--- src/rtl/core_word_serializer.sv ---
// core_word_serializer: buffers 32-bit words from the pipe-in arbiter in a
// single-clock FIFO and shifts each word bit-serially into one NeuRRAM core's
// shift register, finishing every word with a one-cycle latch pulse.
module core_word_serializer #(
    parameter int DEPTH     = 16,  // FIFO depth in words, power of 2, >= 2
    parameter int WORD_W    = 32,  // word width and bits shifted per word
    parameter int SHIFT_DIV = 4,   // clk cycles per sr_clk phase, >= 1
    parameter int MSB_FIRST = 1    // 1: bit WORD_W-1 first, 0: bit 0 first
) (
    input  logic                   clk,
    input  logic                   rst_n,
    input  logic [WORD_W-1:0]      din,
    input  logic                   wr_en,
    output logic                   ready,
    input  logic                   shift_en,
    output logic                   sr_data,
    output logic                   sr_clk,
    output logic                   sr_latch,
    output logic                   busy,
    output logic [$clog2(DEPTH):0] level
);

    localparam int PTR_W = $clog2(DEPTH);
    localparam int LVL_W = PTR_W + 1;
    localparam int BIT_W = $clog2(WORD_W);
    localparam int PH_W  = $clog2(SHIFT_DIV) + 1;

    localparam logic [LVL_W-1:0] LVL_FULL = LVL_W'(DEPTH);
    localparam logic [BIT_W-1:0] BIT_LAST = BIT_W'(WORD_W - 1);
    localparam logic [PH_W-1:0]  PH_LAST  = PH_W'(SHIFT_DIV - 1);

    typedef enum logic [2:0] {
        S_IDLE,
        S_LOAD,
        S_SHIFT_LO,
        S_SHIFT_HI,
        S_LATCH
    } state_e;

    // FIFO storage and pointers
    logic [WORD_W-1:0] mem_q [DEPTH];
    logic [PTR_W-1:0]  wr_ptr_q, wr_ptr_d;
    logic [PTR_W-1:0]  rd_ptr_q, rd_ptr_d;
    logic [LVL_W-1:0]  level_q, level_d;

    // Serializer state
    state_e            state_q, state_d;
    logic [WORD_W-1:0] shift_q, shift_d;
    logic [BIT_W-1:0]  bit_cnt_q, bit_cnt_d;
    logic [PH_W-1:0]   phase_q, phase_d;
    logic              sr_data_q, sr_data_d;
    logic              sr_clk_q, sr_clk_d;
    logic              sr_latch_q, sr_latch_d;

    logic push;
    logic pop;
    logic start_ok;

    // The bit presented first on sr_data for a given word.
    function automatic logic lead_bit(input logic [WORD_W-1:0] w);
        return (MSB_FIRST != 0) ? w[WORD_W-1] : w[0];
    endfunction

    // Advance the shift register by one bit toward the output end.
    function automatic logic [WORD_W-1:0] advance(input logic [WORD_W-1:0] w);
        return (MSB_FIRST != 0) ? (w << 1) : (w >> 1);
    endfunction

    // ready looks at the registered (pre-pop) level, so a full FIFO still
    // refuses a write in the same cycle as the LOAD pop.
    assign ready    = (level_q < LVL_FULL);
    assign push     = wr_en && ready;
    assign pop      = (state_q == S_LOAD);
    assign start_ok = (level_q != '0) && shift_en;

    assign level    = level_q;
    assign busy     = (state_q != S_IDLE);
    assign sr_data  = sr_data_q;
    assign sr_clk   = sr_clk_q;
    assign sr_latch = sr_latch_q;

    // FIFO occupancy and pointer update
    always_comb begin
        // NOTE: every signal assigned here gets a default first, so no path
        // through the block can leave one unassigned and infer a latch.
        wr_ptr_d = wr_ptr_q;
        rd_ptr_d = rd_ptr_q;
        level_d  = level_q;
        if (push) begin
            wr_ptr_d = wr_ptr_q + PTR_W'(1);
        end
        if (pop) begin
            rd_ptr_d = rd_ptr_q + PTR_W'(1);
        end
        if (push && !pop) begin
            level_d = level_q + LVL_W'(1);
        end else if (!push && pop) begin
            level_d = level_q - LVL_W'(1);
        end
    end

    // Serializer next-state and registered-output logic
    always_comb begin
        state_d    = state_q;
        shift_d    = shift_q;
        bit_cnt_d  = bit_cnt_q;
        phase_d    = phase_q;
        sr_data_d  = sr_data_q;
        case (state_q)
            S_IDLE: begin
                if (start_ok) begin
                    state_d = S_LOAD;
                end
            end
            S_LOAD: begin
                shift_d   = mem_q[rd_ptr_q];
                sr_data_d = lead_bit(mem_q[rd_ptr_q]);
                bit_cnt_d = '0;
                phase_d   = '0;
                state_d   = S_SHIFT_LO;
            end
            S_SHIFT_LO: begin
                if (phase_q == PH_LAST) begin
                    phase_d = '0;
                    state_d = S_SHIFT_HI;
                end else begin
                    phase_d = phase_q + PH_W'(1);
                end
            end
            S_SHIFT_HI: begin
                if (phase_q == PH_LAST) begin
                    phase_d = '0;
                    if (bit_cnt_q == BIT_LAST) begin
                        state_d = S_LATCH;
                    end else begin
                        bit_cnt_d = bit_cnt_q + BIT_W'(1);
                        shift_d   = advance(shift_q);
                        sr_data_d = lead_bit(advance(shift_q));
                        state_d   = S_SHIFT_LO;
                    end
                end else begin
                    phase_d = phase_q + PH_W'(1);
                end
            end
            S_LATCH: begin
                state_d = start_ok ? S_LOAD : S_IDLE;
            end
            default: begin
                state_d = S_IDLE;
            end
        endcase
        // sr_clk and sr_latch are registered copies of the state being entered,
        // so they are high exactly for the SHIFT_HI and LATCH cycles.
        sr_clk_d   = (state_d == S_SHIFT_HI);
        sr_latch_d = (state_d == S_LATCH);
    end

    // FIFO data write
    always_ff @(posedge clk) begin
        // NOTE: the storage array is deliberately not reset; the pointers and
        // level are, so stale contents can never be read out.
        if (push) begin
            mem_q[wr_ptr_q] <= din;
        end
    end

    // State and datapath registers with synchronous active-low reset
    always_ff @(posedge clk) begin
        // NOTE: non-blocking assignments keep every register updating from the
        // same pre-edge values regardless of statement order.
        if (!rst_n) begin
            wr_ptr_q   <= '0;
            rd_ptr_q   <= '0;
            level_q    <= '0;
            state_q    <= S_IDLE;
            shift_q    <= '0;
            bit_cnt_q  <= '0;
            phase_q    <= '0;
            sr_data_q  <= 1'b0;
            sr_clk_q   <= 1'b0;
            sr_latch_q <= 1'b0;
        end else begin
            wr_ptr_q   <= wr_ptr_d;
            rd_ptr_q   <= rd_ptr_d;
            level_q    <= level_d;
            state_q    <= state_d;
            shift_q    <= shift_d;
            bit_cnt_q  <= bit_cnt_d;
            phase_q    <= phase_d;
            sr_data_q  <= sr_data_d;
            sr_clk_q   <= sr_clk_d;
            sr_latch_q <= sr_latch_d;
        end
    end

endmodule

--- config.mk ---
export PLATFORM = sky130hd
export DESIGN_NAME = core_word_serializer
export DESIGN_NICKNAME = d
export VERILOG_FILES = /design/src/rtl/core_word_serializer.sv
export SDC_FILE = /design/constraint.sdc
export NUM_CORES = 1
export LEC_CHECK = 0
export CAP_MARGIN = 0
export CORE_MARGIN = 1
export CORE_UTILIZATION = 55
export DETAILED_ROUTE_END_ITERATION = 10
export PLACE_DENSITY_LB_ADDON = 0.25
export RECOVER_POWER = 25
export SLEW_MARGIN = 20
export SYNTH_ARGS = -nofsm -noshare
export SYNTH_HDL_FRONTEND = slang
export SYNTH_SLANG_ARGS = --single-unit
--- constraint.sdc ---
create_clock -name clk -period 4 [get_ports clk]
set_input_delay 0.4 -clock clk [delete_from_list [all_inputs] [get_ports clk]]
set_output_delay 0.4 -clock clk [all_outputs]
set_load 0.05 [all_outputs]
Word-level counts from Yosys, hierarchy flattened

Memory sizes are Yosys's and may differ from the RTL's. A register that Yosys moved wholly into a read port is not among the register bits.
Cells that the tools add are included.

Register bits: 58
RAM bits: 512
Output and inout port bits: 10
Logic and storage cells: 65
Memories: 1

Add/subtract/negate cells: 6
Magnitude comparators: 1
Eq/ne operators: 10
Mux-type cells: 23
Reduce and logical (&&, ||, !) cells: 14

Memory list:

| name  | words | width | rd ports | clocked after Yosys merged registers in | wr ports | line | text |
|---|---|---|---|---|---|---|---|
| mem_q | 16    | 32    | 1        | 1                                       | 1        | 41   | `logic [WORD_W-1:0] mem_q [DEPTH];` |

Operators with widths:

| cell                                                                  | count |
|---|---|
| 31-bit two-way mux                                                    | 2 |
| 31-bit case mux with 2 select lines                                   | 1 |
| 5-bit two-way mux                                                     | 4 |
| 3-bit two-way mux                                                     | 5 |
| 3-bit case mux with 5 select lines                                    | 1 |
| 3-bit by 2-bit equality test with 1-bit output, second input constant | 4 |
| 5-bit by 1-bit adder with 5-bit output, second input constant         | 2 |
| 5-bit case mux with 2 select lines                                    | 1 |
| 4-bit by 1-bit adder with 4-bit output, second input constant         | 2 |
| 4-bit two-way mux                                                     | 2 |
| 3-bit equality test, second input constant                            | 2 |
| 3-bit case mux with 2 select lines                                    | 1 |
| 2-bit nonzero test                                                    | 3 |
| 5-bit equality test, second input constant                            | 1 |
| 5-bit < comparator, second input constant                             | 1 |
| 1-bit two-way mux                                                     | 5 |
| 5-bit nonzero test                                                    | 1 |
| 5-bit by 1-bit subtractor with 5-bit output, second input constant    | 1 |
| 1-bit logical AND                                                     | 4 |
| 2-bit != test, second input constant                                  | 2 |
| 3-bit by 1-bit adder with 3-bit output, second input constant         | 1 |
| 3-bit by 1-bit equality test with 1-bit output, second input constant | 1 |
| 3-bit logical NOT                                                     | 1 |
| 3-bit AND reduction                                                   | 1 |
| other kinds (4)                                                       | 5 |

Logic depth before layout (Yosys ltp)

Gate-level depths: netlist (run 1).

Depth in word-level cells: 6
Mapped depth: 10

Worst setup path before layout (run 1)

No wires, ideal clock.

Path kind: flip-flop to flip-flop
From: register level_q[4], in the netlist level[4]
To: memory mem_q[3][0] (enable)
Arrival: 3.328 ns
Data required time: 3.539 ns
Slack: 0.211 ns
Cell stages (with the launch flop): 5
Path buffers: 1
Cell sequence: dfxtp_1 -> nor2b_1 -> clkbuf_1 -> nand2_1 -> nor3_1

Longest elaborated chain between the ends: 4

RTL lines:

| item                                    | line | text |
|---|---|---|
| start, declared                         | 44   | `logic [LVL_W-1:0] level_q, level_d;` |
| start signal, assigned                  | 185  | `level_q <= level_d;` |
| 5-bit < comparator                      | 71   | `assign ready = (level_q < LVL_FULL);` |
| 1-bit logical AND                       | 72   | `assign push = wr_en && ready;` |
| net push                                | 55   | `logic push;` |
| 1-bit two-way mux                       | 162  | `if (push) begin` |
| 1-bit two-way mux (implied by the code) | 163  | `mem_q[wr_ptr_q] <= din;` |
| end, declared                           | 41   |  |

The timed path passes the listed nets, and every way through them passes these cells.

Worst setup path in the final report (run 1)

From: register bit_cnt_q[0]
To: register shift_q[5]

Longest elaborated chain between the ends: 3

RTL lines:

| item                                 | line | text |
|---|---|---|
| start, declared                      | 49   | `logic [BIT_W-1:0] bit_cnt_q, bit_cnt_d;` |
| start signal, assigned               | 188  | `bit_cnt_q <= bit_cnt_d;` |
| 5-bit equality test                  | 133  | `if (bit_cnt_q == BIT_LAST) begin` |
| 2-bit != test (no source line)       | --   |  |
| 3-bit AND reduction (no source line) | --   |  |
| end signal, assigned                 | 187  | `shift_q <= shift_d;` |
| end, declared                        | 48   | `logic [WORD_W-1:0] shift_q, shift_d;` |

No other way between the ends.
A chain may end at the register's enable or synchronous reset.

==> qor.csv, run 1 <==
stage;metric;value;unit
synthesis;synth-main-ff-cell;edfxtp_1;
detailed_routing;viasPerCell;6.307;
die;std_cell_rows;72;
cts;cts_repair_resize_count;0;
detailed_routing;dr.pass1.iters;5;
critical_path;worstRegToRegCells;8;
synthesis;synthDistinctLibCells;48;
timing;hold_violations;0;
critical_path;rrSetupSlack;1.44;ns
layout;nets;1155;
timing;skew;0.01743;ns
synthesis;yosysTopAreaCell;edfxtp_1;
cts;cts-root-buf;clkbuf_16;
detailed_routing;drc_errors;0;
die;top_level_ports;46;
power;p_per_area;557.5;nW/um2
die;die-area;40730;um2
detailed_routing;drt_iter0_drc;989;
hold_path;hold_depth;1;
layout;layout-drive-gt1-share;25.54;%
cts;cts_sinks;574;
synthesis;seq_area_frac_synth;75.67;%
synthesis;syn_area_per_cell;21.30;um2
cts;htreeDepth;2;
synthesis;post-synth-top-count-cell;edfxtp_1;
synthesis;ys.warnings.count;0;
detailed_routing;drt-total-wl;45090;um
critical_path;worstSetupEndpointType;flip-flop;
timing;layout_setup_ws;1.444;ns
timing;finalSetupViolCount;0;
layout;area_growth;13.81;%
synthesis;yosysTopAreaCellShare;70.02;%
timing;rsz0062_at_grt;false;
placed_design;io_buffers;45;
die;die_w;201.8;um
detailed_routing;wire_per_inst;27.02;um
timing;worst_slew_margin_rel;24.54;%
critical_path;cp.arrival;3.04;ns
critical_path;critPathKind;flip-flop to flip-flop;
timing;fmax;0.3913;GHz
die;die_h;201.8;um
timing;tightest_slew;1.132;ns
power;peakVddDrop;0.3494;mV
power;power;0.01393;W
critical_path;path_cells;ha_1, and3_1, ha_1, or3b_1, a21oi_4, buf_4, o221ai_1, a211oi_1;
timing;final.setup.tns;0;ns
synthesis;synth_edf_count;512;
cts;cts_tree;built;
placed_design;pre_cts_slack;1.307;ns
placed_design;gp_congestion;0.7761;
cts;ctsHoldBuffers;0;
cts;cts_buffers;56;
cts;post_cts_buffers;0;
global_routing;overflow;0;
hold_path;hold_end;phase_q[2];
timing;fin_crit;2.556;ns
die;coreArea;39010;um2
detailed_routing;num_vias;10530;
critical_path;slowest_delay;0.44;ns
cts;clockBufferDepth;3;
global_routing;antenna_found_initial;1;
outcome;run_status;completed;
die;start_util;56.29;%
global_routing;grt_max_degree;77;
cts;clk_latency;0.59;ns
hold_path;hold_path.class;flip-flop to flip-flop;
synthesis;postSynthCellCount;1031;
synthesis;netlist_area;21960;um2
layout;antennaDiodeCount;0;
hold_path;worstHoldStart;phase_q[2];
synthesis;synthTopCellsByArea;edfxtp_1, mux4_2, dfxtp_1;
global_routing;grt_pass1_wl;69110;um
timing;drv_slew;0;
detailed_routing;drtAntennaViolNets;0;
critical_path;cp_max_fo;35;
synthesis;synth_nets;1080;
global_routing;track_usage;23.15;%
timing;min_period_over_period;63.90;%
critical_path;crit_path_start_kind;flip-flop;
synthesis;synth-seq-cells;574;
critical_path;cp_slowest_cell;buf_4;
critical_path;r2r-end;shift_q[5];
flow_run;maxCapViolations;0;
synthesis;synthTopCellsByCount;edfxtp_1, mux4_2, dfxtp_1;
critical_path;worst_path_most_repeated_cell;ha_1;
global_routing;first_global_vias;10880;
power;p_leak;7.620;nW
critical_path;required;4.48;ns
placed_design;hpwl;25810;um
synthesis;async_flop_share;0;%
cts;cts.clk_slew.worst_paths;0.06;ns
critical_path;r2r-start;bit_cnt_q[0];
[worst max path at each step]
stage	slack [ns]	cells after the start	endpoint	startpoint
floorplan	0.21	4	mem_q[3][0]	level[4]
global placement	1.30	10	level[4]	wr_en
detailed placement	1.31	10	level[4]	wr_en
CTS	1.41	2	busy	state_q[1]
global route	1.30	10	level[4]	state_q[0]
finish	1.44	8	shift_q[5]	bit_cnt_q[0]
[critical path, delay by kind of cell, from the launching register on]
family	cells	cell delay [ns]
AOI/OAI and AO/OA	3	0.67
DFF	1	0.33
and+or+nand+nor	2	0.60
buffers and inverters	1	0.44
adders and majority gates	2	0.39
[per-stage QoR]
| stage | util (%) | cells | hold slack [ns] | instance area [um2] |
|---|---|---|---|---|
| detailed placement | 59.68 | 1566 | 0.4562 | 23280 |
| finish | 64.07 | 1669 | 0.4606 | 24990 |
| floorplan | - | 1031 | 0.4282 | 21960 |
| global route | 64.07 | 1669 | 0.4842 | 24990 |
| global placement | 59.68 | 1566 | 0.4538 | 23280 |
| CTS | 64.07 | 1669 | 0.4641 | 24990 |
[metal layers]
layer	global-route usage (%)	wire, um
met4	7.468	1105
met5	0	0
met2	35.67	21560
met1	34.53	19320
met3	3.467	3114
[cell usage in the layout (no fill, tap or decap), drive strengths merged, types with 18 or more instances in the layout]
cell type / netlist / routed
dfxtp: 62 / 62
buf: 27 / 35
dlygate4sd3: 0 / 18
clkdlybuf4s50: 0 / 26
mux2i: 36 / 36
o22ai: 31 / 31
o221ai: 31 / 31
clkbuf: 35 / 91
mux4: 129 / 129
edfxtp: 512 / 512
a211oi: 31 / 31
nor2: 18 / 18
[sequential cells by signal, summed over array words and instances (netlist names), named ones only]
name       count
bit_cnt_q      5
level          5
mem_q        512
phase_q        3
rd_ptr_q       4
shift_q       31
sr_clk         1
sr_data        1
sr_latch       1
state_q        3
wr_ptr_q       4
[cells by family (layout without fill, tap and decap cells)]
logic type	Yosys count	in the layout	synth area share (%)
DFF	574	574	75.67
xor gates and xnor gates	10	10	0.3989
adders and majority gates	13	13	0.7749
buffers and inverters	68	188	1.464
muxes	165	165	14.87
AOI/OAI and AO/OA	115	115	4.701
and+or+nand+nor	86	86	2.120
[power by group]
| part | internal, W | switching [W] | leakage, nW |
|---|---|---|---|
| Sequential | 0.00681 | 0.000182 | 5.13 |
| Clock | 0.00280 | 0.00211 | 0.840 |
| Combinational | 0.000946 | 0.00108 | 1.65 |
| Total | 0.0106 | 0.00338 | 7.62 |
[layout make-up]
class	instances	area, um2
clock buffers	91	1644
clock inverters	12	68.82
fillers	2570	14020
inverters	6	22.52
multi-input cells	389	5132
flip-flops and latches	574	16620
well taps	518	648.1
repair buffers	79	850.8
Note: power is estimated with default switching activity, not from simulation.
==> run 2, diff against run 1 <==
==> constraint.sdc (replaced) <==
create_clock -name clk -period 2.42 [get_ports clk]
set_input_delay 0.242 -clock clk [delete_from_list [all_inputs] [get_ports clk]]
set_output_delay 0.242 -clock clk [all_outputs]
set_load 0.05 [all_outputs]
==> qor.csv, run 2 (synthesized netlist as in run 1, its figures left out) <==
stage;metric;value;unit;change
outcome;run_status;completed;;unchanged
power;internal-power;0.01811;W;was 0.01056 W
cts;cts.clk_slew.worst_paths;0.06;ns;about the same
layout;fillers;2491;;was 2570
detailed_routing;wire_per_inst;26.66;um;was 27.02 um
timing;whs;0.1416;ns;was 0.4606 ns
timing;finalSetupViolCount;0;;unchanged
detailed_routing;drt-total-wl;45440;um;was 45090 um
cts;ctsHoldBuffers;0;;unchanged
die;die-area;40730;um2;unchanged
timing;skew;0.01876;ns;was 0.01743 ns
critical_path;cp.arrival;2.77;ns;was 3.04 ns
layout;regMostFlops;mem_q;;unchanged
cts;cts_sinks;574;;unchanged
global_routing;overflow;0;;unchanged
detailed_routing;drtAntennaViolNets;0;;unchanged
placed_design;gp_congestion;0.7334;;was 0.7761
power;power.share.clock;36.7;%;was 35.2%
layout;final_common_cell;edfxtp_1;;unchanged
power;peakVddDrop;0.6284;mV;was 0.3494 mV
critical_path;required;2.91;ns;was 4.48 ns
timing;worst_slew_margin_rel;55.81;%;was 24.54%
detailed_routing;num_vias;10630;;was 10.53k
global_routing;grt_pass1_wl;68480;um;was 69110 um
layout;final_cell_area;25600;um2;was 24990 um2
die;coreArea;39010;um2;unchanged
layout;layout_common_cells;edfxtp_1, mux4_2, dfxtp_1;;unchanged
layout;nets;1187;;was 1155
critical_path;crit_path_start_kind;flip-flop;;unchanged
power;pwr-share-comb;14.6;%;about the same
layout;multi_input_area;5157;um2;was 5132 um2
critical_path;critPathKind;flip-flop to flip-flop;;unchanged
detailed_routing;viasPerCell;6.235;;was 6.307
global_routing;antenna_found_initial;1;;unchanged
global_routing;track_usage;23.18;%;was 23.15%
critical_path;worstSetupEndpointType;flip-flop;;unchanged
layout;post-route-util;65.64;%;was 64.07%
timing;fmax;0.4394;GHz;was 0.3913 GHz
placed_design;place_area;23740;um2;was 23280 um2
timing;hold_violations;0;;unchanged
cts;cts_buffers;56;;unchanged
layout;largest_reg_flops;512;;unchanged
cts;clk_latency;0.61;ns;was 0.59 ns
cts;clockBufferDepth;3;;unchanged
die;top_level_ports;46;;unchanged
layout;final_cells;1704;;was 1669
timing;min_period_over_period;94.04;%;was 63.90%
timing;rsz0062_at_grt;false;;unchanged
placed_design;io_buffers;45;;unchanged
global_routing;grt_max_degree;43;;was 77
timing;tightest_slew;0.6628;ns;was 1.132 ns
placed_design;dp.cells;1598;;was 1566
cts;cts_tree;built;;unchanged
power;pwr-share-seq;48.6;%;was 50.2%
detailed_routing;drc_errors;0;;unchanged
layout;largestRegisters;mem_q x512, shift_q x31;;unchanged
power;swShare;23.63;%;was 24.23%
power;power_switching;0.005602;W;was 0.003376 W
die;die_h;201.8;um;unchanged
layout;area_growth;16.60;%;was 13.81%
layout;regArea;16620;um2;unchanged
timing;drv_slew;0;;unchanged
detailed_routing;dr.pass1.iters;6;;was 5
cts;cts-root-buf;clkbuf_16;;unchanged
die;start_util;56.29;%;unchanged
die;die_w;201.8;um;unchanged
timing;fin_crit;2.276;ns;was 2.556 ns
flow_run;maxCapViolations;0;;unchanged
cts;post_cts_buffers;0;;unchanged
detailed_routing;drt_iter0_drc;1021;;was 989
power;p_per_area;926.1;nW/um2;was 557.5 nW/um2
cts;htreeDepth;2;;unchanged
hold_path;hold_path.class;input port to flip-flop;;was flip-flop to flip-flop
global_routing;first_global_vias;10990;;was 10.88k
placed_design;hpwl;25500;um;was 25810 um
die;std_cell_rows;72;;unchanged
layout;layout-drive-gt1-share;28.13;%;was 25.54%
power;p_leak;7.904;nW;was 7.620 nW
critical_path;cp_max_fo;18;;was 35
## run 2: cell types whose count changed in the layout (fill, tap and decap cells not counted), sizes merged
cell	change
buf	+32
bufinv	+7
clkbuf	-25
clkdlybuf4s50	-1
clkinv	+18
diode	+2
dlygate4sd2	+1
inv	+1
## run 2: stage by stage
stage | TNS (ns) | setup slack (ns) | total power (W)
floorplan | -146.37 | -0.5137 | 0.01416
global placement | 0 | 0.05002 | 0.01518
detailed placement | -0.01596 | -0.01596 | 0.01525
CTS | 0 | 0.1313 | 0.02391
global route | 0 | 0.02629 | 0.02450
finish | 0 | 0.1443 | 0.02371
## run 2: area by class of cell
| class | count | area share [%] |
|---|---|---|
| Clock buffer | 66 | 5.859 |
| Clock inverter | 38 | 1.393 |
| Inverter | 6 | 0.08796 |
| Tap cell | 518 | 2.531 |
| Sequential cell | 574 | 64.93 |
| Timing Repair Buffer | 111 | 5.038 |
| Antenna cell | 2 | 0.01955 |
| Multi-Input combinational cell | 389 | 20.14 |
## run 2: power groups by stage
stage	clock, W	sequential (W)	combinational, W
CTS	0.00885	0.0115	0.00353
finish	0.00871	0.0115	0.00347
detailed placement	0	0.0117	0.00352
floorplan	0	0.0117	0.00243
global placement	0	0.0117	0.00346
global route	0.00919	0.0116	0.00374
## run 2: routing by layer
metal | GRT usage (%) | share of wire (%) | vias up
met4 | 7.522 | 2.2 | 0
li1 | - | - | 4551
met2 | 37.73 | 50 | 374
met5 | 0 | 0 | -
met3 | 3.821 | 6.7 | 69
met1 | 32.37 | 41 | 5631
## run 2: worst paths after layout
path,startpoint,end,slack (ns),cells after the start
setup / recovery,bit_cnt_q[0],shift_q[7],0.14,8
hold / removal,rst_n,shift_q[0],0.14,4
setup reg to reg,bit_cnt_q[0],shift_q[7],0.14,8
hold reg to reg,shift_q[0],shift_q[0],0.46,2
## run 2: what timing repair did
item	CTS	global route
hold endpoints to repair	0	0
resized for setup	1	0
setup endpoints to repair	1	0
## run 2: worst max-delay path, cell delays in order, from the launching register on
cell and delay, ns:
dfxtp_1 0.33, ha_1 0.21, and3_1 0.18, ha_1 0.18, or3b_1 0.43, a21oi_4 0.25, buf_12 0.20, o221ai_1 0.13
a211oi_1 0.26
